File: src/rtl/aes_key_expand_pkg.sv
// Shared AES-256 constants: widths, round count and the key-schedule Rcon table.
// The encrypt datapath imports the same package so both sides agree on them.
package aes_key_expand_pkg;

  localparam int KEY_W   = 256;
  localparam int BLK_W   = 128;
  localparam int WORD_W  = 32;
  localparam int ROUND_W = 4;

  localparam logic [ROUND_W-1:0] AES_ROUNDS = 4'd14;

  typedef logic [WORD_W-1:0] word_t;
  typedef logic [BLK_W-1:0]  block_t;

  // Index 0 and anything past 7 never reach an even-step g, so they return 0.
  function automatic logic [7:0] rcon(input logic [ROUND_W-1:0] idx);
    case (idx)
      4'd1:    return 8'h01;
      4'd2:    return 8'h02;
      4'd3:    return 8'h04;
      4'd4:    return 8'h08;
      4'd5:    return 8'h10;
      4'd6:    return 8'h20;
      4'd7:    return 8'h40;
      default: return 8'h00;
    endcase
  endfunction

endpackage

File: src/rtl/aes_key_expand_if.sv
// Control and key/round-key bus between a round controller and the key expander.
interface aes_key_expand_if;
  import aes_key_expand_pkg::*;

  logic                 Start;
  logic [KEY_W-1:0]     Key;
  logic                 Next;
  block_t               RoundKey;
  logic [ROUND_W-1:0]   Round;
  logic                 Valid;
  logic                 Done;

  modport master (
    output Start, Key, Next,
    input  RoundKey, Round, Valid, Done
  );

  modport slave (
    input  Start, Key, Next,
    output RoundKey, Round, Valid, Done
  );
endinterface

File: src/rtl/aes_key_expand_sbox.sv
// AES S-box as pure logic: GF(2^8) inverse (x^254, so 0 maps to 0) then the affine map.
module aes_sbox (
  input  logic [7:0] i_byte,
  output logic [7:0] o_byte
);

  function automatic logic [7:0] gf_mul(input logic [7:0] a, input logic [7:0] b);
    logic [7:0] p;
    logic [7:0] x;
    p = 8'h00;
    x = a;
    for (int i = 0; i < 8; i++) begin
      if (b[i]) p = p ^ x;
      x = {x[6:0], 1'b0} ^ (x[7] ? 8'h1b : 8'h00);
    end
    return p;
  endfunction

  logic [7:0] w_inv;

  // Accumulates x^2 * x^4 * ... * x^128 = x^254, the multiplicative inverse.
  always_comb begin
    logic [7:0] sq;
    sq    = i_byte;
    w_inv = 8'h01;
    for (int i = 1; i < 8; i++) begin
      sq    = gf_mul(sq, sq);
      w_inv = gf_mul(w_inv, sq);
    end
  end

  assign o_byte = w_inv
                ^ {w_inv[6:0], w_inv[7]}
                ^ {w_inv[5:0], w_inv[7:6]}
                ^ {w_inv[4:0], w_inv[7:5]}
                ^ {w_inv[3:0], w_inv[7:4]}
                ^ 8'h63;

endmodule

File: src/rtl/aes_key_expand.sv
// AES-256 round-key generator: a {KA, KB} window that slides one round key per Next.
// KA is the current round key; KB is precomputed one round ahead.
module aes_key_expand
  import aes_key_expand_pkg::*;
(
  input  logic             Clk,
  input  logic             Rst,
  aes_key_expand_if.slave  bus
);

  block_t              r_ka;
  block_t              r_kb;
  logic [ROUND_W-1:0]  r_round;
  logic                r_valid;

  word_t               w_kb3;
  word_t               w_sub_in;
  word_t               w_sub_out;
  word_t               w_g;
  logic                w_even;
  logic [ROUND_W-1:0]  w_round_p2;
  logic [ROUND_W-1:0]  w_rcon_idx;
  block_t              w_new_kb;
  logic                w_step;

  // Round+2 shares parity with Round, so the LSB selects the g variant.
  assign w_kb3      = r_kb[WORD_W-1:0];
  assign w_even     = ~r_round[0];
  assign w_sub_in   = w_even ? {w_kb3[23:0], w_kb3[31:24]} : w_kb3;
  assign w_round_p2 = r_round + 4'd2;
  assign w_rcon_idx = w_round_p2 >> 1;

  generate
    for (genvar gi = 0; gi < 4; gi++) begin : g_subword
      aes_sbox u_sbox (
        .i_byte (w_sub_in[8*gi +: 8]),
        .o_byte (w_sub_out[8*gi +: 8])
      );
    end
  endgenerate

  assign w_g = w_sub_out ^ (w_even ? {rcon(w_rcon_idx), 24'h000000} : 32'h00000000);

  // Word 0 sits in the top bits; each later word chains on the one before it.
  always_comb begin
    word_t prev;
    w_new_kb = '0;
    prev     = r_ka[BLK_W-1 -: WORD_W] ^ w_g;
    w_new_kb[BLK_W-1 -: WORD_W] = prev;
    for (int k = 1; k < 4; k++) begin
      prev = r_ka[BLK_W-1-WORD_W*k -: WORD_W] ^ prev;
      w_new_kb[BLK_W-1-WORD_W*k -: WORD_W] = prev;
    end
  end

  assign w_step = bus.Next && r_valid && (r_round < AES_ROUNDS);

  always_ff @(posedge Clk or negedge Rst) begin
    if (!Rst) begin
      r_ka    <= '0;
      r_kb    <= '0;
      r_round <= '0;
      r_valid <= 1'b0;
    end else if (bus.Start) begin
      r_ka    <= bus.Key[KEY_W-1 -: BLK_W];
      r_kb    <= bus.Key[BLK_W-1:0];
      r_round <= '0;
      r_valid <= 1'b1;
    end else if (w_step) begin
      r_ka    <= r_kb;
      r_round <= r_round + 4'd1;
      // Stepping 13 -> 14 has no round key 15 to prepare.
      if (r_round != AES_ROUNDS - 4'd1) begin
        r_kb <= w_new_kb;
      end
    end
  end

  assign bus.RoundKey = r_ka;
  assign bus.Round    = r_round;
  assign bus.Valid    = r_valid;
  assign bus.Done     = r_valid && (r_round == AES_ROUNDS);

endmodule

File: src/flat_wrapper.sv
// flat-port wrapper written by rule: the top's interface ports become plain ports
module aes_key_expand_flat import aes_key_expand_pkg::*;
  (Clk, Rst, bus_Start, bus_Key, bus_Next, bus_RoundKey, bus_Round, bus_Valid, bus_Done);
  aes_key_expand_if bus_i ();
  input  logic Clk;
  input  logic Rst;
  input wire logic [$bits(bus_i.Start)-1:0] bus_Start;
  input wire logic [$bits(bus_i.Key)-1:0] bus_Key;
  input wire logic [$bits(bus_i.Next)-1:0] bus_Next;
  output wire logic [$bits(bus_i.RoundKey)-1:0] bus_RoundKey;
  output wire logic [$bits(bus_i.Round)-1:0] bus_Round;
  output wire logic [$bits(bus_i.Valid)-1:0] bus_Valid;
  output wire logic [$bits(bus_i.Done)-1:0] bus_Done;
  assign bus_i.Start = bus_Start;
  assign bus_i.Key = bus_Key;
  assign bus_i.Next = bus_Next;
  assign bus_RoundKey = bus_i.RoundKey;
  assign bus_Round = bus_i.Round;
  assign bus_Valid = bus_i.Valid;
  assign bus_Done = bus_i.Done;
  aes_key_expand u_core (.Clk(Clk), .Rst(Rst), .bus(bus_i));
endmodule
File: config.mk
export PLATFORM = sky130hd
export DESIGN_NAME = aes_key_expand_flat
export DESIGN_NICKNAME = d
export VERILOG_FILES = /design/src/rtl/aes_key_expand_pkg.sv /design/src/rtl/aes_key_expand_if.sv /design/src/rtl/aes_key_expand_sbox.sv /design/src/rtl/aes_key_expand.sv /design/src/flat_wrapper.sv
export SDC_FILE = /design/constraint.sdc
export NUM_CORES = 2
export LEC_CHECK = 0
export ABC_CLOCK_PERIOD_IN_PS = 28000
export CAP_MARGIN = 30
export CORE_AREA = 2 2 495 497
export CTS_BUF_LIST = sky130_fd_sc_hd__clkbuf_8
export DETAILED_ROUTE_END_ITERATION = 10
export DIE_AREA = 0 0 497 499
export PLACE_DENSITY_LB_ADDON = 0.25
export RECOVER_POWER = 50
export SYNTH_ARGS = -nofsm -noshare
export SYNTH_HDL_FRONTEND = slang
export SYNTH_SLANG_ARGS = --single-unit
File: constraint.sdc
create_clock -name Clk -period 28 [get_ports Clk]
set_clock_uncertainty 0.2 [all_clocks]
set_input_delay 4.2 -clock Clk [delete_from_list [all_inputs] [get_ports Clk]]
set_output_delay 4.2 -clock Clk [all_outputs]
set_load 0.01 [all_outputs]
==> flow_summary.yaml <==
sta:
  fin_crit_ps: 21150
  tightest_slew_ps: 5655
  finalMaxSlewViolations: 559
  setup_tns_ps: 0
  finalSetupViolations: 0
  rsz0062_at_grt: "no"
  relSlewSlack_pct: -277.0
  fmax_mhz: 47.28
  hold_viol: 0
  fin_crit_sh_pct: 75.53
grt:
  grt_pass1_vias: 64630
  grt_max_degree: 272
  grtUsageTotal_pct: 20.61
  grt_pass1_wl_mm: 407.7
  antenna_found_initial: 20
  overflow: 0
placement:
  portBuffers: 393
  dp_cells: 12440
  gp_congestion: 0.9111
  dpl.hpwl_mm: 201.2
critical_path:
  cpMostUsedCell: "xnor2_1"
  cp_slowest_cell: "xnor3_1"
  rr_worst_depth: 59
  start_kind: "register"
  crit_type: "reg2reg"
  end_kind: "register"
  crit_required_ps: 28230
  worst_ep_arrival_time_ps: 21380
  max_stage_delay_ps: 970
  crit_fanout: 31
clocking:
  post_cts_buffers: 0
  postCtsHoldBufs: 0
  clockBufferDepth: 3
  cts_max_level: 2
  cts-buffers-inserted: 48
  root_buffer: "clkbuf_8"
  cts_tree: "yes"
  cts_sinks: 261
  clock_latency_ps: 760
  clk_pin_slew_worst_paths_ps: 90
  cts.repair.resized: 0
job:
  drv_cap: 8
synthesis:
  synth_compound_area_share_pct: 15.94
  synthAdderAreaFrac_pct: 0.4252
  yosys-top-cells-area: "xnor2_1 20%, xnor3_1 13%, dfrtp_1 9.0%"
  yosys.area_share.simple_pct: 17.92
  avgSynthCellArea_sq_um: 7.898
  synthesis.nets: 9449
  synthCells: 9166
  synth_ff_type: "dfrtp_1"
  post-synth-top-count-cell: "xnor2_1"
  synth_seq_cells: 261
  synth-edff-count: 0
  synth_seq_area_share_pct: 9.022
  syn-cell-area_sq_um: 72390
  ys_types: 126
  yosysTopAreaCellShare_pct: 19.53
  synth_top_family_by_area: "XOR/XNOR gates"
  ys_top_cells_by_count: "1,614 x xnor2_1, 1,205 x nor2_1, 1,030 x nand2_1"
  synthMuxAreaShare_pct: 7.864
  yosys_warnings: 0
  postSynth.asyncResetShare_pct: 100.0
  synth_area_leader_cell: "xnor2_1"
  synthXorXnorAreaFrac_pct: 44.40
min_path:
  holdCritPathClass: "reg2reg"
  whs_path_depth: 1
finish:
  drive_gt1_share_pct: 7.849
  nets: 9574
  area_delta_synth_final_pct: 12.33
  fin_cells: 12550
floorplan:
  die_h_microns: 499
  start_util_pct: 29.85
  fp-row-count: 181
  core_sq_um: 242500
  die_w_microns: 497
  die_area_sq_um: 248000
  ios: 394
drt:
  wire_per_inst_microns: 21.43
  drt_wl_total_mm: 268.9
  final_antenna_net_count: 0
  num_vias: 67000
  drt_pass1_iterations: 6
  first_iter_violations: 6102
  post-route-drc-count: 0
  via_per_inst: 5.340
outcome:
  violations: "max-capacitance violations, max-slew violations"
  status: "finished with violations"
-- per-layer routing --
metal | up-vias | wire (microns) | global-route usage [%]
li1 | 31770 | - | -
met1 | 32870 | 115900 | 26.94
met2 | 2011 | 130200 | 35.40
met3 | 336 | 11700 | 1.228
met4 | 2 | 10980 | 8.222
met5 | - | 13 | 0
-- critical path, delay by kind of cell (launching register included) --
| kind | cells | cell delay (ps) |
|---|---|---|
| xor gates and xnor gates | 18 | 7200 |
| DFF | 1 | 740 |
| buffers and inverters | 7 | 2480 |
| muxes | 3 | 850 |
| AOI/OAI and AO/OA | 16 | 4350 |
| and+or+nand+nor | 11 | 2610 |
| adders and majority gates | 4 | 2340 |
-- cell type report --
cell class,instances,area [sq um]
antenna,18,45.04
clock buffer,58,798.3
clock inverter,27,259.0
fill,25430,161200
inverter,114,430.4
multi-input combinational,8169,63000
sequential,261,6535
tap,3202,4006
timing repair buffer,697,6248
-- cells in the final DEF, fill, tap and decap left out, drive strengths merged, types with 34 or more instances in the layout --
cell type,Yosys,final
xor3,47,47
or3,42,42
mux2i,456,456
xnor2,1702,1702
and3,34,34
nand2b,74,74
o211ai,59,59
o21ai,593,593
a21oi,467,467
o22ai,124,124
a31oi,68,68
nand3,177,177
nor2,1212,1212
clkdlybuf4s50,0,348
nand2,1034,1034
dfrtp,261,261
o21a,37,37
mux2,76,76
nor3,211,211
and2,54,54
xnor3,454,454
a22oi,62,62
nor2b,44,44
a211oi,74,74
dlygate4sd3,0,43
buf,256,297
inv,99,113
xor2,538,538
clkbuf,366,67
-- sequential cells by signal, summed over array words and instances, names as in the netlist --
register             flops
u_core.bus.Valid         1
u_core.r_kb            128
u_core.bus.Round         4
u_core.bus.RoundKey    128
-- kinds of logic (layout without fill, tap and decap cells) --
group,after synthesis,in the layout
AO/OA/AOI/OAI,1850,1850
XOR/XNOR,2741,2741
flip-flops,261,261
multiplexers,540,540
adder cells (fa/ha/maj),25,25
AND/OR/NAND/NOR,3013,3013
other,0,18
buffers and inverters,736,896
-- worst paths after layout --
path	from	to	slack (ps)
min in group asynchronous	Rst	u_core.bus.RoundKey[44]	5340
worst max-delay path	u_core.bus.Round[0]	u_core.r_kb[126]	6850
worst min register to register	u_core.bus.Valid	u_core.bus.Valid	320
worst max register to register	u_core.bus.Round[0]	u_core.r_kb[126]	6850
worst min-delay path	u_core.bus.Valid	u_core.bus.Valid	320
max in group asynchronous	Rst	u_core.bus.RoundKey[91]	16460
-- through the flow --
stage / utilization [%] / hold WS [ps] / area [sq um] / setup slack [ps]
floorplan: - / 309.0 / 72390 / 10120
global placement: 33.00 / 308.8 / 80040 / 6811
detailed placement: 33.08 / 299.0 / 80240 / 7068
CTS: 33.52 / 322.0 / 81290 / 6944
global route: 33.53 / 350.4 / 81320 / 5427
finish: 33.53 / 321.9 / 81320 / 6851
Power is left out: the tool's default activity adds up to more than one toggle a clock period on the data nets, which glitch-free logic cannot reach.
